## src/rtl/path_replayer.sv

```systemverilog
// path_replayer: captures a solved maze path from the solver and replays it over valid/ready
// Ports:
//   clk, rst         clock and asynchronous active-low reset
//   Start            restart pulse shared with the solver; returns this block to IDLE
//   Done, Fail       solver outcome levels
//   Move, The_End    cell delivered one cycle after Run ([7:4] row, [3:0] col), last-cell flag
//   Run              one-cycle request for the next cell
//   step_data/valid  replayed cell and its valid, accepted by step_ready
//   path_len         cells captured; path_err non-adjacent step or overflow (sticky)
//   no_path          solver failed; replay_done one-cycle pulse after the last accept
//   busy             high outside IDLE, NOPATH and ERR
module path_replayer #(
    parameter int DEPTH = 256,
    parameter int AW    = 8
) (
    input  logic          clk,
    input  logic          rst,
    input  logic          Start,
    input  logic          Done,
    input  logic          Fail,
    input  logic [7:0]    Move,
    input  logic          The_End,
    output logic          Run,
    output logic [7:0]    step_data,
    output logic          step_valid,
    input  logic          step_ready,
    output logic [AW:0]   path_len,
    output logic          path_err,
    output logic          no_path,
    output logic          replay_done,
    output logic          busy
);
    typedef enum logic [2:0] {IDLE, REQ, WAIT, REPLAY, FINISH, NOPATH, ERR} state_e;

    localparam logic [AW:0] FULL = (AW+1)'(DEPTH);

    state_e        state_q, state_d;
    logic [AW:0]   len_q, len_d;
    logic [AW-1:0] rd_q, rd_d;
    logic [7:0]    prev_q, prev_d, data_q, data_d;
    logic          err_q, err_d, nop_q, nop_d, seen_q, seen_d;
    logic          wr_en, adj, last;
    logic [AW:0]   len_inc;
    logic [AW-1:0] rd_nx;
    logic [4:0]    r, c, pr, pc;
    logic [7:0]    mem [DEPTH];

    // Coordinates widened by one bit so 15 -> 0 never looks like a unit step
    assign r       = {1'b0, Move[7:4]};
    assign c       = {1'b0, Move[3:0]};
    assign pr      = {1'b0, prev_q[7:4]};
    assign pc      = {1'b0, prev_q[3:0]};
    assign adj     = (r == pr && (c == pc + 5'd1 || pc == c + 5'd1)) ||
                     (c == pc && (r == pr + 5'd1 || pr == r + 5'd1));
    assign len_inc = len_q + 1'b1;
    assign rd_nx   = rd_q + 1'b1;
    assign last    = {1'b0, rd_q} == len_q - 1'b1;

    always_comb begin
        state_d = state_q;
        len_d   = len_q;
        rd_d    = rd_q;
        prev_d  = prev_q;
        data_d  = data_q;
        err_d   = err_q;
        nop_d   = nop_q;
        seen_d  = seen_q;
        wr_en   = 1'b0;
        if (Start) begin
            state_d = IDLE;
            len_d   = '0;
            rd_d    = '0;
            err_d   = 1'b0;
            nop_d   = 1'b0;
            seen_d  = 1'b0;
        end else begin
            case (state_q)
                IDLE: begin
                    // seen_q stops a second capture while Done is still held after FINISH
                    if (Done && !seen_q) begin
                        state_d = REQ;
                        seen_d  = 1'b1;
                    end else if (Fail) begin
                        state_d = NOPATH;
                        nop_d   = 1'b1;
                        seen_d  = 1'b1;
                    end
                end
                REQ: state_d = WAIT;
                WAIT: begin
                    wr_en  = 1'b1;
                    len_d  = len_inc;
                    prev_d = Move;
                    if (len_q != '0 && !adj)
                        err_d = 1'b1;
                    if (The_End) begin
                        state_d = REPLAY;
                        rd_d    = '0;
                        // buf[0] is only being written now for a one-cell path, so bypass it
                        data_d  = (len_q == '0) ? Move : mem[0];
                    end else if (len_inc == FULL) begin
                        state_d = ERR;
                        err_d   = 1'b1;
                    end else begin
                        state_d = REQ;
                    end
                end
                REPLAY: begin
                    if (step_ready) begin
                        rd_d   = rd_nx;
                        data_d = mem[rd_nx];
                        if (last)
                            state_d = FINISH;
                    end
                end
                FINISH:  state_d = IDLE;
                default: state_d = state_q;
            endcase
        end
    end

    always_ff @(posedge clk or negedge rst) begin
        if (!rst) begin
            state_q <= IDLE;
            len_q   <= '0;
            rd_q    <= '0;
            prev_q  <= '0;
            data_q  <= '0;
            err_q   <= 1'b0;
            nop_q   <= 1'b0;
            seen_q  <= 1'b0;
        end else begin
            state_q <= state_d;
            len_q   <= len_d;
            rd_q    <= rd_d;
            prev_q  <= prev_d;
            data_q  <= data_d;
            err_q   <= err_d;
            nop_q   <= nop_d;
            seen_q  <= seen_d;
        end
    end

    always_ff @(posedge clk) begin
        if (wr_en)
            mem[len_q[AW-1:0]] <= Move;
    end

    assign Run         = state_q == REQ;
    assign step_valid  = state_q == REPLAY;
    assign step_data   = data_q;
    assign replay_done = state_q == FINISH;
    assign busy        = !(state_q == IDLE || state_q == NOPATH || state_q == ERR);
    assign path_len    = len_q;
    assign path_err    = err_q;
    assign no_path     = nop_q;
endmodule

```

## config.mk

```make
export PLATFORM = sky130hd
export DESIGN_NAME = path_replayer
export DESIGN_NICKNAME = d
export VERILOG_FILES = /design/src/rtl/path_replayer.sv
export SDC_FILE = /design/constraint.sdc
export NUM_CORES = 2
export LEC_CHECK = 0
export CAP_MARGIN = 5
export CORE_UTILIZATION = 55
export CTS_CLUSTER_SIZE = 40
export DETAILED_ROUTE_END_ITERATION = 10
export PLACE_DENSITY = 0.68
export SYNTH_ARGS = -nofsm -noshare
export SYNTH_HDL_FRONTEND = slang
export SYNTH_SLANG_ARGS = --single-unit
```

## constraint.sdc

```tcl
create_clock -name clk -period 6.5 [get_ports clk]
set_input_delay 0.975 -clock clk [delete_from_list [all_inputs] [get_ports clk]]
set_output_delay 0.975 -clock clk [all_outputs]
set_load 0.02 [all_outputs]
```

* Word level (Yosys, flattened, before mapping)
Memory sizes are Yosys's and may differ from the RTL's. Index checks and enable logic that the tools add are counted.
Cells by class: add/sub/neg operators 7, eq/ne operators 21, multiplexer cells 34, bitwise logic cells 1, reductions and logical operators 28
Operators with widths (count):
- 2-to-1 mux 8 bit | 6
- case mux 8 bit (2 select lines) | 2
- 2-to-1 mux 3 bit | 7
- adder 4 x 1 -> 5 bit (second input constant) | 4
- == test 4 x 5 -> 1 bit | 4
- 2-to-1 mux 9 bit | 2
- 2-to-1 mux 1 bit | 16
- case mux 3 bit (5 select lines) | 1
- adder 9 x 1 -> 9 bit (second input constant) | 1
- == test 3 bit (second input constant) | 3
- == test 8 x 9 -> 1 bit | 1
- == test 9 bit (second input constant) | 1
- logical NOT 9 bit | 1
- nonzero test 9 bit | 1
- subtractor 9 x 1 -> 9 bit (second input constant) | 1
- adder 8 x 1 -> 8 bit (second input constant) | 1
- == test 4 bit | 2
- AND reduction 4 bit | 2
- nonzero test 2 bit | 4
- == test 3 x 2 -> 1 bit (second input constant) | 2
- inequality test 3 x 2 -> 1 bit (second input constant) | 2
- AND reduction 3 bit | 2
- nonzero test 3 bit | 2
- nonzero test 6 bit | 1
- other kinds (11) | 22
Word-level totals: bits in registers 39, bits in writable memories 2048, input port bits 15, output and inout port bits 23, logic and storage cells 100, memories kept 1
Memories:
- mem | depth 256, width 8, read ports 2, clocked after Yosys merged registers in 0, wr ports 1, RTL line 46 | logic [7:0] mem [DEPTH];

* Longest topological paths before layout
depth after elaboration 12, gate-level depth with buffers 13

* Worst setup path before layout
No wires, ideal clock.
kind input to register, from in Start, to mem mem[167][0] (enable), library setup time 0.370 ns, arrival time 2.684 ns, data required time 6.130 ns, setup slack 3.446 ns, cell stages on the path 7, cells stage by stage clkbuf_1 -> nor2b_1 -> clkbuf_1 -> clkbuf_1 -> nand3_1 -> clkbuf_1 -> nor2_1
Between the ends: cells in the longest elaborated chain, start to end 3
Ends and longest elaborated chain:
- start, declared | RTL line 18 | input logic Start,
- 2-to-1 mux 1 bit | RTL line 69 | if (Start) begin
- 2-to-1 mux 1 bit | RTL line 145 | if (wr_en)
- 2-to-1 mux 1 bit (implied by the code) | RTL line 146 | mem[len_q[AW-1:0]] <= Move;
- end, declared | RTL line 46
No other way between the ends.

* Worst setup path in the final report
from reg rd_q[0], to reg data_q[4], in the netlist step_data[4]
Between the ends: cells in the longest elaborated chain, start to end 4
Ends and longest elaborated chain:
- start, declared | RTL line 39 | logic [AW-1:0] rd_q, rd_d;
- start signal, assigned | RTL line 135 | rd_q <= rd_d;
- adder 8 x 1 -> 8 bit | RTL line 56 | assign rd_nx = rd_q + 1'b1;
- memory (256 x 8 bit)
- 2-to-1 mux 8 bit | RTL line 109 | if (step_ready) begin
- case mux 8 bit (2 select lines) | RTL line 77 | case (state_q)
- end signal, assigned | RTL line 137 | data_q <= data_d;
- end, declared | RTL line 40 | logic [7:0] prev_q, prev_d, data_q, data_d;
No other way between the ends. The select of a mux whose other input is x is not followed. A chain may end at the register's enable or synchronous reset.

==> flow_summary.html <==
<table>
<tr><th>Metric</th><th>Value</th></tr>
<tr><th colspan="2">STA</th></tr>
<tr><td>Hold violation count in the final report</td><td>0</td></tr>
<tr><td>Final-report max-slew violation count</td><td>0</td></tr>
<tr><td>Worst Hold Margin</td><td>0.341 ns</td></tr>
<tr><td>Maximum frequency from static timing analysis</td><td>195 MHz</td></tr>
<tr><td>Worst Max-Slew Pin Slew</td><td>1.39 ns</td></tr>
<tr><td>Unrepaired setup endpoints after global routing</td><td>false</td></tr>
<tr><td>Final period demand of the worst path</td><td>5.12 ns</td></tr>
<tr><td>Accumulated negative setup slack</td><td>0 ns</td></tr>
<tr><td>Period utilisation layout</td><td>78.7%</td></tr>
<tr><td>Worst Clk Skew</td><td>0.0278 ns</td></tr>
<tr><td>Number of setup violations in the final report</td><td>0</td></tr>
<tr><td>Worst rel slew slack</td><td>5.91%</td></tr>
<tr><th colspan="2">Drt</th></tr>
<tr><td>Drt drc</td><td>0</td></tr>
<tr><td>DR WL/cell</td><td>34.3 microns</td></tr>
<tr><td>Number of vias in the routed layout</td><td>40,084</td></tr>
<tr><td>Remaining number of nets flagged by the antenna check after routing</td><td>0</td></tr>
<tr><td>Total detailed-routing wirelength</td><td>206 mm</td></tr>
<tr><td>Iteration-0 DRC Markers</td><td>5,859</td></tr>
<tr><td>Initial DRT Pass Iterations</td><td>8</td></tr>
<tr><td>Post-DR vias/cell</td><td>6.67</td></tr>
<tr><th colspan="2">Synth</th></tr>
<tr><td>Fraction of synthesized cell area taken by the top area cell type</td><td>74.9%</td></tr>
<tr><td>Synthesized area divided by synthesized cell count</td><td>21.5 sq um</td></tr>
<tr><td>Top post-synthesis cells by area</td><td>edfxtp_1 75%, mux4_2 16%, mux2i_1 1.4%, nor2_1 1.3%, dfrtp_1 1.2%</td></tr>
<tr><td>Area of the mapped netlist</td><td>82,100 sq um</td></tr>
<tr><td>Total nets after synthesis</td><td>3,836</td></tr>
<tr><td>Number of instances in the synthesized netlist</td><td>3,810</td></tr>
<tr><td>Area leader, netlist</td><td>edfxtp_1</td></tr>
<tr><td>Async set or reset register ratio after synthesis</td><td>1.87%</td></tr>
<tr><td>Sequential cell area fraction in the yosys report</td><td>76.1%</td></tr>
<tr><td>Distinct cell type count of the synthesized netlist</td><td>67</td></tr>
<tr><td>Most frequently used flop master after synthesis</td><td>edfxtp_1</td></tr>
<tr><td>FF+latch count, synth</td><td>2,087</td></tr>
<tr><td>Synth Warn #</td><td>0</td></tr>
<tr><td>Number of flops mapped to enable cells by yosys</td><td>2,048</td></tr>
<tr><th colspan="2">Floorplanning</th></tr>
<tr><td>Horizontal die dimension</td><td>388 microns</td></tr>
<tr><td>Area of the placeable core</td><td>148,000 sq um</td></tr>
<tr><td>Standard-cell row count</td><td>141</td></tr>
<tr><td>Overall die area</td><td>151,000 sq um</td></tr>
<tr><td>Die height</td><td>388 microns</td></tr>
<tr><td>I/O Pins</td><td>38</td></tr>
<tr><td>Starting density of the core</td><td>55.5%</td></tr>
<tr><th colspan="2">Global route</th></tr>
<tr><td>Remaining Overflow, GRT</td><td>0</td></tr>
<tr><td>Number of antenna violations at the first check in global routing</td><td>8</td></tr>
<tr><td>Via count of the first global-routing pass</td><td>39,861</td></tr>
<tr><td>Total global-route track usage</td><td>27.8%</td></tr>
<tr><td>First-pass GRT wire length</td><td>296 mm</td></tr>
<tr><td>Pin count of the biggest net entering global routing</td><td>136</td></tr>
<tr><th colspan="2">Pwr</th></tr>
<tr><td>Power Dens Cells</td><td>310 nW/um^2</td></tr>
<tr><td>Clock network power share</td><td>40.4%</td></tr>
<tr><td>Sw power</td><td>6.17 mW</td></tr>
<tr><td>Part of the total power dissipated in sequential elements</td><td>53.0%</td></tr>
<tr><td>Design internal power</td><td>22.1 mW</td></tr>
<tr><td>Logic gate share of total power</td><td>6.5%</td></tr>
<tr><td>Worst supply voltage drop on vdd</td><td>0.235 mV</td></tr>
<tr><td>Static power due to leakage</td><td>27.2 nW</td></tr>
<tr><td>Sw frac</td><td>21.8%</td></tr>
<tr><th colspan="2">Place</th></tr>
<tr><td>Final weighted congestion in routability-driven placement</td><td>0.948</td></tr>
<tr><td>Port bufs</td><td>37</td></tr>
<tr><td>Final HPWL from detailed placement</td><td>126 mm</td></tr>
<tr><th colspan="2">Cells and area</th></tr>
<tr><td>Fraction of final layout cells sized beyond drive strength 1</td><td>24.7%</td></tr>
<tr><td>Most frequent cells in the layout</td><td>2,048 x edfxtp_1, 573 x mux4_2, 288 x nor2_1</td></tr>
<tr><td>Filler Cell Count</td><td>9,950</td></tr>
<tr><td>Final layout net count</td><td>3,937</td></tr>
<tr><td>Leading cell type in the layout, fill and taps excluded</td><td>edfxtp_1</td></tr>
<tr><td>Area growth from synthesis to final layout</td><td>11.0%</td></tr>
<tr><th colspan="2">Clocking</th></tr>
<tr><td>Buffers from clock root to sink, at most</td><td>3</td></tr>
<tr><td>Clock transition at the registers of the reported paths</td><td>0.06 ns</td></tr>
<tr><td>Num CTS Buffers</td><td>198</td></tr>
<tr><td>Master cell of the clock root buffer</td><td>clkbuf_16</td></tr>
<tr><td>TritonCTS clock tree</td><td>done</td></tr>
<tr><td>Number of gates resized after CTS</td><td>0</td></tr>
<tr><td>Deepest level of the CTS H-tree</td><td>4</td></tr>
<tr><td>Clock sinks</td><td>2,087</td></tr>
<tr><td>Post-CTS setup-driven buffer insertion count</td><td>0</td></tr>
<tr><td>CTS hold repair buffers</td><td>0</td></tr>
<tr><td>Clock latency on the worst-skew pair</td><td>0.84 ns</td></tr>
<tr><th colspan="2">Status</th></tr>
<tr><td>Result of the run</td><td>complete, no violations</td></tr>
<tr><th colspan="2">Setup path</th></tr>
<tr><td>Register-to-register setup slack</td><td>1.38 ns</td></tr>
<tr><td>Cells traversed along the worst timing path</td><td>ha_4, buf_4, buf_4, mux4_2, mux2i_1, o22ai_1, o41ai_1, a31oi_1</td></tr>
<tr><td>WP buf/inv</td><td>2</td></tr>
<tr><td>Cell at the slowest stage of the critical path</td><td>o41ai_1</td></tr>
<tr><td>WS Path Type</td><td>flop to flop</td></tr>
<tr><td>Arrival time at the worst endpoint</td><td>5.77 ns</td></tr>
<tr><td>Largest fanout of any net on the critical path</td><td>57</td></tr>
<tr><td>Critical path data required time</td><td>7.16 ns</td></tr>
<tr><td>Kind of start point of the critical path</td><td>flop</td></tr>
<tr><td>Most common cell on crit path</td><td>buf_4</td></tr>
<tr><td>CP max stage delay</td><td>1.25 ns</td></tr>
<tr><td>Top Family by Delay on Critical Path</td><td>compound AO/OA/AOI/OAI gates</td></tr>
<tr><td>Category of the worst setup path capture point</td><td>flop</td></tr>
<tr><th colspan="2">Job</th></tr>
<tr><td>Max cap viols</td><td>0</td></tr>
<tr><th colspan="2">Min path</th></tr>
<tr><td>Path class of the lowest-slack min-delay path</td><td>input port to async pin</td></tr>
</table>
synth_stat cells (5+ instances only):
cell type  number
buf_2          69
mux4_2        573
buf_4          41
a21oi_1        39
buf_1           8
edfxtp_1     2048
nand3_1        76
clkbuf_1       93
a22oi_1         6
o22ai_1        33
o22a_1         21
inv_1          12
a211oi_1        5
a22o_1         10
xnor2_1        22
nor2_1        288
nor3_1         14
and3_1          8
a41oi_1         6
xor2_1         22
ha_1           11
nand2_1       102
buf_6          15
o41ai_1         7
nor2b_1        11
a221oi_1       11
o21ai_0        20
mux2_2          8
a31oi_1        12
nand4_1        11
dfrtp_1        39
mux2i_1       111
layer usage:
metal | global-route usage [%] | vias to the layer above | share of wire [%]
met5 | 0 | - | 0.0063
met4 | 8.38 | 2 | 2.8
met3 | 6.89 | 314 | 11
met2 | 41.3 | 2347 | 46
met1 | 41.3 | 21302 | 40
li1 | - | 16119 | -
sequential cells by signal, indices dropped and copies added, names as in the netlist:
| name | count |
|---|---|
| mem | 2048 |
| no_path | 1 |
| state_q | 3 |
| path_len | 9 |
| rd_q | 8 |
| prev_q | 8 |
| step_data | 8 |
| seen_q | 1 |
| path_err | 1 |
power by group through the flow:
stage | clock network, mW | registers (mW) | logic [mW]
2_1_floorplan | 0 | 15.2 | 1.12
3_3_place_gp | 0 | 15.3 | 1.84
5_1_grt | 12.0 | 15.0 | 1.96
6_report | 11.4 | 15.0 | 1.85
4_1_cts | 11.5 | 15.0 | 1.86
3_5_place_dp | 0 | 15.3 | 1.86
cell type report:
| type | instances | area [sq um] | area share (%) |
|---|---|---|---|
| Clock buffer | 236 | 5160 | 5.66 |
| Tap cell | 1930 | 2410 | 2.65 |
| Inverter | 12 | 45.0 | 0.0494 |
| Multi-Input combinational cell | 1483 | 18500 | 20.3 |
| Timing Repair Buffer | 129 | 1300 | 1.43 |
| Antenna cell | 1 | 2.50 | 0.00275 |
| Clock inverter | 128 | 1220 | 1.34 |
| Sequential cell | 2087 | 62500 | 68.6 |
per-stage QoR:
| step | util (%) | std cells | instance area, sq um | setup WS [ns] | power, mW |
|---|---|---|---|---|---|
| after floorplan | - | 3810 | 82100 | 3.45 | 16.3 |
| after global placement | 57.2 | 5641 | 84700 | 1.54 | 17.1 |
| after detailed placement | 57.2 | 5641 | 84700 | 1.56 | 17.1 |
| after CTS | 61.6 | 6005 | 91100 | 1.52 | 28.4 |
| after global routing | 61.6 | 6005 | 91100 | 1.50 | 29.0 |
| final | 61.6 | 6006 | 91100 | 1.38 | 28.3 |
final timing paths:
| kind | from | to | cells after the start |
|---|---|---|---|
| worst max-delay path | rd_q[0]$_DFFE_PN0P_ | step_data[4]$_DFFE_PN0P_ | 8 |
| worst min-delay path | rst | seen_q$_DFFE_PN0P_ | 1 |
| worst max register to register | rd_q[0]$_DFFE_PN0P_ | step_data[4]$_DFFE_PN0P_ | 8 |
| worst min register to register | seen_q$_DFFE_PN0P_ | seen_q$_DFFE_PN0P_ | 2 |
| max in group asynchronous | rst | rd_q[0]$_DFFE_PN0P_ | 1 |
| min in group clk | Move[1] | mem[210][1]$_DFFE_PP_ | 1 |
cells by family (layout without fill, tap and decap cells):
| group | after synthesis | in the layout | share of synthesized area, % |
|---|---|---|---|
| adders and majority gates | 11 | 11 | 0.168 |
| AOI/OAI and AO/OA | 199 | 199 | 1.70 |
| buffers and inverters | 240 | 505 | 1.56 |
| muxes | 692 | 692 | 17.2 |
| and+or+nand+nor | 536 | 536 | 2.80 |
| other | 0 | 1 | 0 |
| xor gates and xnor gates | 45 | 45 | 0.489 |
| DFF | 2087 | 2087 | 76.1 |
Power figures use the tool's default switching activity.
